File: src/rtl/synth_pkg.sv
// Shared synthesiser definitions: envelope state encoding and default datapath widths.
package synth_pkg;

    localparam int unsigned ENV_W    = 16;
    localparam int unsigned SAMPLE_W = 24;

    typedef enum logic [2:0] {
        IDLE    = 3'd0,
        ATTACK  = 3'd1,
        DECAY   = 3'd2,
        SUSTAIN = 3'd3,
        RELEASE = 3'd4
    } adsr_state_e;

endpackage

File: src/rtl/env_scaler.sv
// Scales a signed sample by an unsigned Q0.ENV_W_P level and registers the result.
module env_scaler
    import synth_pkg::*;
#(
    parameter int unsigned WIDTH_P = SAMPLE_W,
    parameter int unsigned ENV_W_P = ENV_W
) (
    input  logic                      clk,
    input  logic                      rst,
    input  logic                      en,
    input  logic signed [WIDTH_P-1:0] din,
    input  logic [ENV_W_P-1:0]        level,
    output logic signed [WIDTH_P-1:0] dout,
    output logic                      dout_valid
);

    localparam int unsigned PROD_W = WIDTH_P + ENV_W_P + 1;

    logic signed [PROD_W-1:0] din_x;
    logic signed [PROD_W-1:0] level_x;
    logic signed [PROD_W-1:0] prod;
    logic                     unused_prod_bits;

    // Both operands widened to the full product width so the multiply is exact and signed.
    assign din_x   = PROD_W'(din);
    assign level_x = PROD_W'({1'b0, level});
    assign prod    = din_x * level_x;

    assign unused_prod_bits = ^{prod[PROD_W-1], prod[ENV_W_P-1:0]};

    always_ff @(posedge clk or posedge rst) begin
        if (rst) begin
            dout       <= '0;
            dout_valid <= 1'b0;
        end else begin
            dout_valid <= en;
            if (en) begin
                dout <= prod[ENV_W_P +: WIDTH_P];
            end
        end
    end

endmodule

File: src/rtl/adsr_envelope.sv
// Per-voice ADSR envelope: gate-driven FSM with saturating level arithmetic feeding the scaler.
module adsr_envelope
    import synth_pkg::*;
#(
    parameter int unsigned WIDTH_P = SAMPLE_W,
    parameter int unsigned ENV_W_P = ENV_W
) (
    input  logic                      clk_i,
    input  logic                      reset_i,
    input  logic signed [WIDTH_P-1:0] sample_i,
    input  logic                      valid_i,
    input  logic                      gate_i,
    input  logic [ENV_W_P-1:0]        attack_step_i,
    input  logic [ENV_W_P-1:0]        decay_step_i,
    input  logic [ENV_W_P-1:0]        sustain_lvl_i,
    input  logic [ENV_W_P-1:0]        release_step_i,
    output logic signed [WIDTH_P-1:0] sample_o,
    output logic                      valid_o,
    output logic [ENV_W_P-1:0]        level_o,
    output logic [2:0]                state_o,
    output logic                      busy_o
);

    localparam logic [ENV_W_P:0] ENV_MAX_X = {1'b0, {ENV_W_P{1'b1}}};

    adsr_state_e          state_q, state_d;
    logic [ENV_W_P-1:0]   level_q, level_d;
    logic                 gate_q;
    logic                 rise, fall;
    logic [ENV_W_P:0]     atk_sum;
    logic [ENV_W_P:0]     dec_diff;

    assign rise = gate_i & ~gate_q;
    assign fall = ~gate_i & gate_q;

    assign atk_sum  = {1'b0, level_q} + {1'b0, attack_step_i};
    assign dec_diff = {1'b0, level_q} - {1'b0, decay_step_i};

    always_comb begin
        state_d = state_q;
        level_d = level_q;
        unique case (state_q)
            IDLE: begin
                if (rise) state_d = ATTACK;
            end
            ATTACK: begin
                if (fall) begin
                    state_d = RELEASE;
                end else if (atk_sum >= ENV_MAX_X) begin
                    level_d = ENV_MAX_X[ENV_W_P-1:0];
                    state_d = DECAY;
                end else begin
                    level_d = atk_sum[ENV_W_P-1:0];
                end
            end
            DECAY: begin
                // A borrow out of the top bit means the step overshot zero, hence below sustain.
                if (fall) begin
                    state_d = RELEASE;
                end else if (dec_diff[ENV_W_P] || (dec_diff[ENV_W_P-1:0] <= sustain_lvl_i)) begin
                    level_d = sustain_lvl_i;
                    state_d = SUSTAIN;
                end else begin
                    level_d = dec_diff[ENV_W_P-1:0];
                end
            end
            SUSTAIN: begin
                if (fall) state_d = RELEASE;
                else      level_d = sustain_lvl_i;
            end
            RELEASE: begin
                if (rise) begin
                    state_d = ATTACK;
                end else if (level_q <= release_step_i) begin
                    level_d = '0;
                    state_d = IDLE;
                end else begin
                    level_d = level_q - release_step_i;
                end
            end
            default: begin
                state_d = IDLE;
                level_d = '0;
            end
        endcase
    end

    always_ff @(posedge clk_i or posedge reset_i) begin
        if (reset_i) begin
            state_q <= IDLE;
            level_q <= '0;
            gate_q  <= 1'b0;
        end else if (valid_i) begin
            state_q <= state_d;
            level_q <= level_d;
            gate_q  <= gate_i;
        end
    end

    env_scaler #(
        .WIDTH_P (WIDTH_P),
        .ENV_W_P (ENV_W_P)
    ) u_scaler (
        .clk        (clk_i),
        .rst        (reset_i),
        .en         (valid_i),
        .din        (sample_i),
        .level      (level_q),
        .dout       (sample_o),
        .dout_valid (valid_o)
    );

    assign level_o = level_q;
    assign state_o = state_q;
    assign busy_o  = (state_q != IDLE);

endmodule

File: config.mk
export PLATFORM = sky130hd
export DESIGN_NAME = adsr_envelope
export DESIGN_NICKNAME = d
export VERILOG_FILES = /design/src/rtl/synth_pkg.sv /design/src/rtl/env_scaler.sv /design/src/rtl/adsr_envelope.sv
export SDC_FILE = /design/constraint.sdc
export NUM_CORES = 1
export LEC_CHECK = 0
export ABC_CLOCK_PERIOD_IN_PS = 8700
export CAP_MARGIN = 25
export CORE_MARGIN = 10
export CORE_UTILIZATION = 55
export DETAILED_ROUTE_END_ITERATION = 7
export PLACE_DENSITY = 0.84
export SETUP_SLACK_MARGIN = 0.15
export SYNTH_ARGS = -nofsm -noshare
export SYNTH_HDL_FRONTEND = slang
export SYNTH_SLANG_ARGS = --single-unit
File: constraint.sdc
create_clock -name clk_i -period 8.7 [get_ports clk_i]
set_input_delay 2.175 -clock clk_i [delete_from_list [all_inputs] [get_ports clk_i]]
set_output_delay 2.175 -clock clk_i [all_outputs]
set_load 0.03 [all_outputs]
==> metrics.yaml <==
outcome:
  status: "finished, final reports clean"
worst_setup_path:
  path_class: "in2reg"
  critPathMaxFanout: 11
  endpoint_kind: "flip-flop"
  critPathRequiredTime_ns: 8.90
  cp_slowest_cell: "fa_1"
  cp_common_cell: "fa_1"
  cp.arrival_ns: 8.59
  worst_setup_path_start_kind: "input port"
  critPathMaxStageDelay_ns: 0.54
synth:
  synth_top_flop_cell: "dfrtp_1"
  yosysWarnings: 0
  yosysSeqAreaShare_pct: 6.140
  synth_cell_types: 78
  synth_edf_count: 0
  syn_nets: 2715
  syn_inst: 2090
  yosysTopAreaCell: "fa_1"
  netlist_area_sq_mm: 0.01834
  synth.avg_cell_area_sq_um: 8.775
  synth_top_area_share_pct: 40.71
  synth-seq-cells: 45
  async_flop_share_pct: 100.0
  synthTopCellsByArea: "fa_1, ha_1, inv_1, dfrtp_1, nand2_1"
timing:
  slew_headroom_pct: 23.84
  whs_ns: 0.4981
  final_hold_viol_count: 0
  tightestPinTransition_ns: 1.142
  setup_viol: 0
  rsz0062_at_grt: "no"
  post-route-min-period_ns: 8.391
  fmax_mhz: 119.2
  skew_ns: 0.008303
  slew_violations: 0
  fin_crit_sh_pct: 96.45
clock_tree:
  cts_sinks: 45
  htree_levels: 2
  cts_buffers: 5
  cts_hold_buf: 0
  clk_latency_ns: 0.31
  cts-root-buf: "clkbuf_16"
  cts_tree: "built"
  clockBufferDepth: 2
  cts.clk_slew.worst_paths_ns: 0.07
detailed_routing:
  drc: 0
  first_iter_violations: 1349
  routed_wl_mm: 53.70
  dr.pass1.iters: 5
  via_per_inst: 5.713
  wire_per_inst_microns: 19.66
  ant_nets: 0
  vias: 15600
floorplan:
  ioPinCount: 137
  fp.dieArea_sq_mm: 0.04105
  die_w_microns: 202.6
  fp-row-count: 66
  coreArea_sq_mm: 0.03270
  floorplan.initialDensity_pct: 56.08
  die_h_microns: 202.6
global_routing:
  antenna_found_initial: 2
  grt_pass1_wl_mm: 86.66
  grt_pass1_vias: 17030
  grt_overflow: 0
  grtUsageTotal_pct: 26.31
  grt_max_degree: 29
place:
  dp.final_hpwl_mm: 43.69
  gp_congestion: 0.9477
  numPortBuffers: 136
cells_and_area:
  drive_above_1_share_pct: 8.789
  layout.nets: 2911
  area_delta_synth_final_pct: 16.85
run:
  maxCapViolations: 0
min_path:
  hold_class: "reg2reg"
[placed cells by master, fill, tap and decap left out, types with 4 or more instances in the layout]
cell	instances
o221ai_1	6
and2_1	153
clkdlybuf4s50_1	120
clkbuf_16	8
a31oi_1	6
xnor2_1	44
o21a_1	12
buf_12	8
or3_1	9
mux2i_1	8
inv_1	492
fa_1	371
and3_1	6
a211oi_1	8
nand3_1	19
ha_1	159
nand2_1	273
a221o_1	8
nand2b_1	9
nor2_1	46
a221oi_1	6
dlymetal6s2s_1	14
a22oi_1	9
a21oi_1	67
o21ai_0	39
a21o_1	25
mux2_2	26
and4_1	4
dfrtp_1	45
xor2_1	26
nand4_1	9
nor2b_1	11
buf_4	115
o21bai_1	10
o211ai_1	7
nor3_1	21
[final cells by class]
class | instances | area (sq um)
clock buffers | 7 | 132.6
fillers | 2538 | 11270
multi-input cells | 1473 | 15180
clock inverters | 1 | 7.507
repair buffers | 266 | 2566
well taps | 442 | 553.0
inverters | 495 | 1858
diodes | 2 | 5.005
flip-flops and latches | 45 | 1126
[synth_stat cells (all sizes together) (27+ instances only)]
| library cell | n |
|---|---|
| and2 | 155 |
| mux2 | 27 |
| xnor2 | 44 |
| dfrtp | 45 |
| o21ai | 44 |
| nor2 | 47 |
| ha | 160 |
| a21oi | 69 |
| clkbuf | 73 |
| inv | 495 |
| fa | 373 |
| nand2 | 273 |
[critical path: cells and delay by family]
| family | cells | cell delay [ns] |
|---|---|---|
| xor+xnor | 1 | 0.14 |
| mux | 1 | 0.28 |
| compound gates | 4 | 0.61 |
| buf+inv | 8 | 1.24 |
| fa+ha+maj | 7 | 3.23 |
| simple gates | 4 | 0.90 |
[state kept, by name (all words and copies together) (netlist names)]
register             cells
gate_q                   1
state_o                  3
u_scaler.dout_valid      1
level_o                 16
u_scaler.dout           24
[routing by layer]
layer | global-route usage [%] | wire (microns)
met5 | 0 | 0
met4 | 10.13 | 2045
met1 | 32.25 | 19980
met2 | 46.49 | 27260
met3 | 3.073 | 4418
[per-stage QoR]
stage	cell area, sq um	cells	worst slack (ns)	utilization, %	TNS (ns)
finish	21430	2731	0.3086	65.53	0
floorplan	18340	2090	0.6759	-	0
detailed placement	20980	2708	-0.3960	64.15	-2.745
global placement	20900	2705	-0.2109	63.92	-1.048
global route	21430	2729	0.1059	65.52	0
CTS	21130	2716	0.1435	64.61	0
[final timing paths]
path	startpoint	end	slack (ns)	depth (start not counted)
min reg2reg	u_scaler.dout[17]$_DFFE_PP0P_	u_scaler.dout[17]$_DFFE_PP0P_	0.50	1
max in group asynchronous	reset_i	level_o[6]$_DFFE_PP0P_	5.95	3
min in group asynchronous	reset_i	u_scaler.dout_valid$_DFF_PP0_	2.20	2
max	sample_i[15]	u_scaler.dout[21]$_DFFE_PP0P_	0.31	25
max reg2reg	level_o[2]$_DFFE_PP0P_	u_scaler.dout[13]$_DFFE_PP0P_	1.49	20
min	u_scaler.dout[17]$_DFFE_PP0P_	u_scaler.dout[17]$_DFFE_PP0P_	0.50	1
[cell families (layout without fill, tap and decap cells)]
| kind of cell | Yosys count | count (layout) | share of synthesized area [%] |
|---|---|---|---|
| XOR/XNOR | 70 | 70 | 3.343 |
| flip-flops | 45 | 45 | 6.140 |
| other | 0 | 2 | 0 |
| multiplexers | 35 | 35 | 2.115 |
| buffers and inverters | 572 | 769 | 11.73 |
| adder cells (fa/ha/maj) | 533 | 533 | 51.63 |
| AO/OA/AOI/OAI | 254 | 254 | 9.619 |
| AND/OR/NAND/NOR | 581 | 581 | 15.42 |
[timing repair]
action,CTS,global route
resized for setup,4,40
buffers inserted,0,10
pin swaps,2,24
endpoints found under the setup margin,8,14
gates cloned,0,3
Power is left out: the tool's default activity adds up to more than one toggle a clock period on the data nets, which glitch-free logic cannot reach.
